**src/rtl/gmii_frame_gen.sv**
```systemverilog
// GMII test-frame generator: preamble, SFD, header, incrementing payload, IFG.
// Define GMII_FRAME_GEN_FCS_EN to append an IEEE 802.3 CRC-32 FCS to each frame.
module gmii_frame_gen #(
  parameter int MIN_LEN = 60,
  parameter int MAX_LEN = 1514,
  parameter int IFG     = 12,
  parameter int CNT_W   = 32
) (
  input  logic             aclk,
  input  logic             aresetn,
  input  logic             start,
  input  logic             stop,
  input  logic [10:0]      frame_len,
  input  logic [15:0]      num_frames,
  input  logic [47:0]      dst_mac,
  input  logic [47:0]      src_mac,
  input  logic [15:0]      ethertype,
  output logic [7:0]       gmii_txd,
  output logic             gmii_tx_en,
  output logic             gmii_tx_er,
  output logic             busy,
  output logic             done,
  output logic [CNT_W-1:0] frames_sent
);

  typedef enum logic [2:0] {
    S_IDLE,
    S_PRE,
    S_SFD,
    S_HDR,
    S_PAY,
`ifdef GMII_FRAME_GEN_FCS_EN
    S_FCS,
`endif
    S_GAP
  } state_t;

  state_t             state_r, state_n_s;
  logic [15:0]        cnt_r, cnt_n_s;
  logic [10:0]        len_r;
  logic [15:0]        num_r;
  logic [111:0]       hdr_r;
  logic [7:0]         idx_r;
  logic               stop_r;
  logic [CNT_W-1:0]   frames_r;
  logic [7:0]         txd_r;
  logic               tx_en_r;
  logic               busy_r;
  logic               done_r;
  logic [7:0]         byte_s;
  logic               en_s;
  logic               last_s;
  logic               launch_s;
  logic               relatch_s;
  logic               run_end_s;
  logic [6:0]         hdr_idx_s;
`ifdef GMII_FRAME_GEN_FCS_EN
  logic [31:0]        crc_r;

  function automatic logic [31:0] crc32_byte(input logic [31:0] crc, input logic [7:0] d);
    logic [31:0] c;
    c = crc ^ {24'd0, d};
    for (int i = 0; i < 8; i++) begin
      c = c[0] ? ((c >> 1) ^ 32'hEDB88320) : (c >> 1);
    end
    return c;
  endfunction
`endif

  function automatic logic [10:0] clamp_len(input logic [10:0] l);
    logic [10:0] r;
    if (l < 11'(MIN_LEN)) begin
      r = 11'(MIN_LEN);
    end else if (l > 11'(MAX_LEN)) begin
      r = 11'(MAX_LEN);
    end else begin
      r = l;
    end
    return r;
  endfunction

  // Next-state logic and the byte presented for the current state/count
  always_comb begin
    state_n_s = state_r;
    cnt_n_s   = cnt_r + 16'd1;
    byte_s    = 8'h00;
    en_s      = 1'b0;
    last_s    = 1'b0;
    launch_s  = 1'b0;
    relatch_s = 1'b0;
    hdr_idx_s = {4'd13 - cnt_r[3:0], 3'b000};
    run_end_s = stop_r | stop | ((num_r != 16'd0) && (frames_r == CNT_W'(num_r)));
    case (state_r)
      S_IDLE: begin
        cnt_n_s = 16'd0;
        if (start) begin
          state_n_s = S_PRE;
          launch_s  = 1'b1;
        end else begin
          state_n_s = S_IDLE;
        end
      end
      S_PRE: begin
        byte_s = 8'h55;
        en_s   = 1'b1;
        if (cnt_r == 16'd6) begin
          state_n_s = S_SFD;
          cnt_n_s   = 16'd0;
        end else begin
          state_n_s = S_PRE;
        end
      end
      S_SFD: begin
        byte_s    = 8'hD5;
        en_s      = 1'b1;
        state_n_s = S_HDR;
        cnt_n_s   = 16'd0;
      end
      S_HDR: begin
        // Header sent MSB byte first: DA, SA, EtherType
        byte_s = hdr_r[hdr_idx_s +: 8];
        en_s   = 1'b1;
        if (cnt_r == 16'd13) begin
          state_n_s = S_PAY;
          cnt_n_s   = 16'd0;
        end else begin
          state_n_s = S_HDR;
        end
      end
      S_PAY: begin
        byte_s = idx_r + cnt_r[7:0];
        en_s   = 1'b1;
        if (cnt_r == ({5'd0, len_r} - 16'd15)) begin
          cnt_n_s = 16'd0;
`ifdef GMII_FRAME_GEN_FCS_EN
          state_n_s = S_FCS;
`else
          state_n_s = S_GAP;
          last_s    = 1'b1;
`endif
        end else begin
          state_n_s = S_PAY;
        end
      end
`ifdef GMII_FRAME_GEN_FCS_EN
      S_FCS: begin
        byte_s = ~crc_r[{cnt_r[1:0], 3'b000} +: 8];
        en_s   = 1'b1;
        if (cnt_r == 16'd3) begin
          state_n_s = S_GAP;
          cnt_n_s   = 16'd0;
          last_s    = 1'b1;
        end else begin
          state_n_s = S_FCS;
        end
      end
`endif
      S_GAP: begin
        if (cnt_r == 16'(IFG - 1)) begin
          cnt_n_s = 16'd0;
          if (run_end_s) begin
            state_n_s = S_IDLE;
          end else begin
            state_n_s = S_PRE;
            relatch_s = 1'b1;
          end
        end else begin
          state_n_s = S_GAP;
        end
      end
      default: begin
        state_n_s = S_IDLE;
        cnt_n_s   = 16'd0;
      end
    endcase
  end

  // State and byte-counter register
  always_ff @(posedge aclk or negedge aresetn) begin
    if (!aresetn) begin
      state_r <= S_IDLE;
      cnt_r   <= 16'd0;
    end else begin
      state_r <= state_n_s;
      cnt_r   <= cnt_n_s;
    end
  end

  // Run configuration, frame index, sticky stop and frame counter
  always_ff @(posedge aclk or negedge aresetn) begin
    if (!aresetn) begin
      len_r    <= 11'd0;
      num_r    <= 16'd0;
      hdr_r    <= 112'd0;
      idx_r    <= 8'd0;
      stop_r   <= 1'b0;
      frames_r <= '0;
    end else begin
      if (launch_s) begin
        len_r    <= clamp_len(frame_len);
        num_r    <= num_frames;
        hdr_r    <= {dst_mac, src_mac, ethertype};
        idx_r    <= 8'd0;
        frames_r <= '0;
      end else if (relatch_s) begin
        len_r <= clamp_len(frame_len);
      end else if (last_s) begin
        idx_r    <= idx_r + 8'd1;
        frames_r <= frames_r + CNT_W'(1);
      end
      if (state_r == S_IDLE) begin
        stop_r <= 1'b0;
      end else if (stop) begin
        stop_r <= 1'b1;
      end
    end
  end

`ifdef GMII_FRAME_GEN_FCS_EN
  // CRC accumulates each DA..payload byte as it is registered out
  always_ff @(posedge aclk or negedge aresetn) begin
    if (!aresetn) begin
      crc_r <= 32'hFFFFFFFF;
    end else if (state_r == S_SFD) begin
      crc_r <= 32'hFFFFFFFF;
    end else if ((state_r == S_HDR) || (state_r == S_PAY)) begin
      crc_r <= crc32_byte(crc_r, byte_s);
    end
  end
`endif

  // Output registers; done marks the cycle busy drops
  always_ff @(posedge aclk or negedge aresetn) begin
    if (!aresetn) begin
      txd_r   <= 8'h00;
      tx_en_r <= 1'b0;
      busy_r  <= 1'b0;
      done_r  <= 1'b0;
    end else begin
      txd_r   <= byte_s;
      tx_en_r <= en_s;
      busy_r  <= (state_r != S_IDLE);
      done_r  <= (state_r == S_IDLE) && busy_r;
    end
  end

  assign gmii_txd    = txd_r;
  assign gmii_tx_en  = tx_en_r;
  assign gmii_tx_er  = 1'b0;
  assign busy        = busy_r;
  assign done        = done_r;
  assign frames_sent = frames_r;

endmodule

```
**config.mk**
```make
export PLATFORM = sky130hd
export DESIGN_NAME = gmii_frame_gen
export DESIGN_NICKNAME = d
export VERILOG_FILES = /design/src/rtl/gmii_frame_gen.sv
export SDC_FILE = /design/constraint.sdc
export NUM_CORES = 1
export LEC_CHECK = 0
export ABC_AREA = 1
export BUFFER_PORTS_ARGS = -buffer_cell sky130_fd_sc_hd__buf_2
export CAP_MARGIN = 20
export CORE_ASPECT_RATIO = 1.25
export CORE_MARGIN = 3
export CORE_UTILIZATION = 57
export CTS_CLUSTER_DIAMETER = 150
export CTS_CLUSTER_SIZE = 20
export DETAILED_ROUTE_END_ITERATION = 12
export GPL_ROUTABILITY_DRIVEN = 0
export GPL_TIMING_DRIVEN = 0
export PLACE_DENSITY = 0.8
export SKIP_CTS_REPAIR_TIMING = 1
export SLEW_MARGIN = 20
export SYNTH_ARGS = -nofsm -noshare
export SYNTH_HDL_FRONTEND = slang
export SYNTH_SLANG_ARGS = --single-unit
export TNS_END_PERCENT = 1
```
**constraint.sdc**
```tcl
create_clock -name aclk -period 2.35 [get_ports aclk]
set_input_delay 0.5875 -clock aclk [delete_from_list [all_inputs] [get_ports aclk]]
set_output_delay 0.5875 -clock aclk [all_outputs]
set_load 0.01 [all_outputs]
```
Word level (Yosys, flattened, before mapping). Cells that the tools add are included.

Bits in registers: 210. Input bits: 143. Output and inout port bits: 44. Word-level logic and storage cells: 77.

$add $sub $neg: 6. $lt $le $gt $ge: 2. Equality and inequality tests: 11. Shift operators: 1. Multiplexer cells: 33. Bitwise operators: 2. Reduce and logical (&&, ||, !) cells: 10.

Operators by type and width (number): $shiftx 112x8->8 (1); $mux 32 (3); $mux 16 (4); $pmux 16 s4 (1); $mux 11 (4); $add 32x1->32 const B (1); $eq 16x4->1 const B (2); $eq 32x16->1 (1); $pmux 8 s4 (1); $mux 8 (3); $pmux 3 s6 (1); $add 16x1->16 const B (1); $eq 16x16->1 (1); $eq 16x3->1 const B (1); $reduce_bool 16->1 (1); $mux 1 (13); $sub 11x4->12 const B (1); $gt 11x11->1 const B (1); $lt 11x6->1 const B (1); $add 8x1->8 const B (1); $add 8x8->8 (1); $eq 3x2->1 const B (2); $eq 3x3->1 const B (2); $mux 3 (2); 11 further kinds (15).

Logic depth before layout (Yosys ltp).
Word-level depth: 8. Depth in mapped cells: 15. Depth with buffers taken out: 14.

Worst setup path after synthesis. No wires, ideal clock.

Path type: reg2reg. Start: register cnt_r[0]. End: register cnt_r[0]. Library setup time: 0.133 ns. Data arrival time: 2.024 ns. Data required time: 2.217 ns. Path slack: 0.193 ns. Stages on the path, launching flop included: 13. Clock period less this slack: 2.157 ns. Path through: dfrtp_1 -> buf_2 -> inv_1 -> clkbuf_1 -> ha_1 -> nand3_1 -> nor2_1 -> nand2_1 -> nand2_1 -> and3_1 -> clkbuf_1 -> buf_4 -> a21oi_1.

Longest elaborated chain between the ends: 3. Elaborated cells between the ends (all ways): 10.

Ends and longest elaborated chain: start, declared (RTL line 39) `logic [15:0] cnt_r, cnt_n_s;`; start signal, assigned (RTL line 185) `cnt_r <= cnt_n_s;`; $add 16x1->16 (tied with other cells) (RTL line 85) `cnt_n_s = cnt_r + 16'd1;`; $mux 16, on equally long branches; $pmux 16 s4 * (RTL line 93) `case (state_r)`; via cnt_n_s[0] (RTL line 39).

The timed path passes the listed nets; every way through them passes the cells marked *. A chain may end at the register's enable or synchronous reset.

Worst setup path after layout.
Start: register state_r[2]. End: register frames_r[16], in the netlist frames_sent[16].

Longest elaborated chain between the ends: 4. Elaborated cells between the ends (all ways): 10.

Ends and longest elaborated chain: start, declared (RTL line 38) `state_t state_r, state_n_s;`; start signal, assigned (RTL line 184) `state_r <= state_n_s;`; $eq 3x3->1 or $logic_not 3->1 (tied branches) (RTL line 93); $mux 1 (RTL line 93); $ne 2x2->1 (no source line) or $reduce_bool 2->1 (tied branches); $reduce_and 2->1 (no source line); end signal, assigned (RTL line 209) `frames_r <= frames_r + CNT_W'(1);`; end, declared (RTL line 45) `logic [CNT_W-1:0] frames_r;`.

Parallel ways exist; a longest one is shown, timed or not.

==> flow_metrics.tcl <==
set metrics [dict create \
    synth_cells 1585 \
    worstPathArrival_ps 2710 \
    max_cap_viol_count 0 \
    cellPowerDensity_nw_per_um2 463 \
    globalRouteMet2Util_pct 50.3 \
    cp-startpoint "state_r[2]$_DFF_PN0_" \
    groute.layer.met3.usage_pct 3.45 \
    ir_drop_uv 520 \
    routed_wirelength_mm 32.5 \
    crit_path_end "frames_sent[16]$_DFFE_PN0P_" \
    count_of_clock_tree_sinks 210 \
    worst_pin_slew_ps 734 \
    setup_violations 1 \
    hp-class "input port to flop" \
    multi_input_area_um2 5380 \
    fill_count 1677 \
    worstRegToRegCells 6 \
    die_area_um2 22000 \
    final_antenna_net_count 0 \
    finalClockSkew_ps 23.8 \
    timing.critical_path.to_type "flop" \
    slew_viol_final 0 \
    ys.flop_type "sky130_fd_sc_hd__dfrtp_1" \
    place_ws_ps -403 \
    worst-r2r-setup-slack_ps -2 \
    synthDistinctLibCells 39 \
    timing.final.crit_share_pct 100 \
    nets 1948 \
    synth_edf_count 0 \
    worst_setup_path_start_kind "flop" \
    grt_pass1_vias 10507 \
    gr-max-usage-layer "met2" \
    drt-initial-drc-count 875 \
    clk_pin_slew_ps 80 \
    timing.slew.headroom_pct 50.9 \
    yosysSeqAreaShare_pct 45.4 \
    worst_r2r_startpoint "state_r[2]$_DFF_PN0_" \
    tritoncts_clock_tree "built" \
    power.total_mw 6.19 \
    outcome "finished, violations left" \
    clk_latency_ps 490 \
    highest_count_cells_in_the_layout_ignoring_fill_and_taps "539 x sky130_fd_sc_hd__nand2_1, 207 x sky130_fd_sc_hd__dfrtp_1, 201 x sky130_fd_sc_hd__buf_2" \
    rsz0062_at_grt "true" \
    wl_per_cell_um 15.8 \
    row_count 57 \
    numPortBuffers 185 \
    register_area_um2 5260 \
    finalWorstSetupSlack_ps -1.65 \
    yosys_warnings 0 \
    critical_path_required_ps 2710 \
    largest_net_degree_at_the_start_of_global_routing 98 \
    synth.net_count 1744 \
    synth_area_per_cell_um2 7.30 \
    pin_count 187 \
    layout.cells.most_common "sky130_fd_sc_hd__nand2_1" \
    grt_overflow_total 0 \
    path_class "flop to flop" \
    die_width_um 133 \
    grt_pass1_wl_mm 51.2 \
    number_of_hold_violations_in_the_final_report 0 \
    finalCoreUtilization_pct 67.9 \
    clock_tree_root_driver_cell "sky130_fd_sc_hd__clkbuf_16" \
    min_from "src_mac[7]" \
    ys_async_sr_fraction_pct 100 \
    layout-drive-gt1-share_pct 15.0 \
    static-leakage-power_nw 7.38 \
    antenna_found_initial 0 \
    detail_route.drc_violations 0 \
    drtPass1Iterations 5 \
    maxClockFrequency_ghz 0.425 \
    groute.layer.met1.usage_pct 36.5 \
    vias_per_cell 5.44 \
    die_h_um 165 \
    critical_path_peak_fanout 10 \
    h-tree-depth 1 \
    start_util_pct 58.8 \
    ant_diodes 0 \
    synth.cell_area_um2 11600 \
    violations "setup timing" \
    cts_inserted_buffers 14 \
    dpl_wire_length_mm 24.9 \
    r2r_end "frames_sent[16]$_DFFE_PN0P_" \
    synth_register_bits 210 \
    layout_area_overhead_pct 15.6 \
    clock_path_buffers 3 \
    track_usage_pct 28.8 \
    core_region_area_um2 19700 \
    layout_min_cycle_time_ps 2350 \
    detailroute.via_count 11184 \
]
==> flip-flops by register name (all words and copies together) (netlist names), 3 cells and up <==
register	flops
gmii_txd	8
state_r	3
cnt_r	16
num_r	16
idx_r	8
len_r	11
frames_sent	32
hdr_r	112
==> per-layer routing <==
metal | vias to the layer above | wire length, um
li1 | 5433 | -
met3 | 95 | 2130
met5 | - | 0
met1 | 5166 | 13000
met2 | 490 | 16000
met4 | 0 | 1330
==> worst min path at each step <==
stage	endpoint	slack, ps	cells after the start
detailed placement	hdr_r[61]$_DFFE_PN0P_	460	2
CTS	cnt_r[10]$_DFF_PN0_	-20	1
floorplan	busy$_DFF_PN0_	290	0
finish	hdr_r[23]$_DFFE_PN0P_	290	3
global route	hdr_r[10]$_DFFE_PN0P_	300	3
global placement	hdr_r[9]$_DFFE_PN0P_	460	2
==> metrics by stage <==
stage / hold slack (ps) / area (um2) / TNS (ps) / std cells
2_1_floorplan: 292 / 11600 / 0 / 1585
3_3_place_gp: 458 / 12800 / -590010 / 2035
3_5_place_dp: 462 / 12900 / -8130 / 2037
4_1_cts: -24.7 / 13300 / -9150 / 2053
5_1_grt: 299 / 13400 / -1840 / 2054
6_report: 292 / 13400 / -1.65 / 2054
==> critical path, stage by stage (launching register included) <==
cell and delay [ps]:
sky130_fd_sc_hd__dfrtp_1 440, sky130_fd_sc_hd__nor3_1 480, sky130_fd_sc_hd__nand2_2 290, sky130_fd_sc_hd__clkbuf_2 390
sky130_fd_sc_hd__clkbuf_1 380, sky130_fd_sc_hd__nand3_1 180, sky130_fd_sc_hd__nand2_1 70
==> power breakdown <==
part	internal (mW)	total, mW	leakage, nW	switching, mW
registers	3.61	3.61	2.47	0.0000000000000000212
logic	0.102	0.229	4.72	0.127
clock network	1.15	2.35	0.191	1.20
==> synth_stat cells, drive strengths merged (5+ instances only) <==
library cell | n | area share, %
nand2 | 542 | 18
dfrtp | 210 | 45
inv | 162 | 5.3
o21ai | 139 | 6.0
nor2 | 122 | 4.1
nand3 | 100 | 4.4
a21oi | 72 | 3.1
xor2 | 48 | 3.6
clkbuf | 45 | 1.5
nand4 | 32 | 1.7
buf | 28 | 1.4
nor3 | 22 | 1.0
ha | 15 | 1.6
xnor2 | 15 | 1.1
o211ai | 5 | 0.32
==> area by class of cell <==
type	instances	area share, %
flip-flops and latches	210	39.3
well taps	265	2.48
inverters	165	4.68
plain buffers	71	2.78
clock inverters	1	0.0842
multi-input cells	1137	40.3
clock buffers	15	2.81
repair buffers	190	7.60
==> kinds of logic (layout without fill, tap and decap cells) <==
family,count (synthesis),after routing,synth area share (%)
flops,210,210,45.4
fa+ha+maj,16,16,1.80
compound gates,233,233,10.5
xor+xnor,63,63,4.77
simple gates,824,824,29.2
buf+inv,238,442,8.23
other cells,1,1,0.0324
Note: power is estimated with default switching activity, not from simulation.
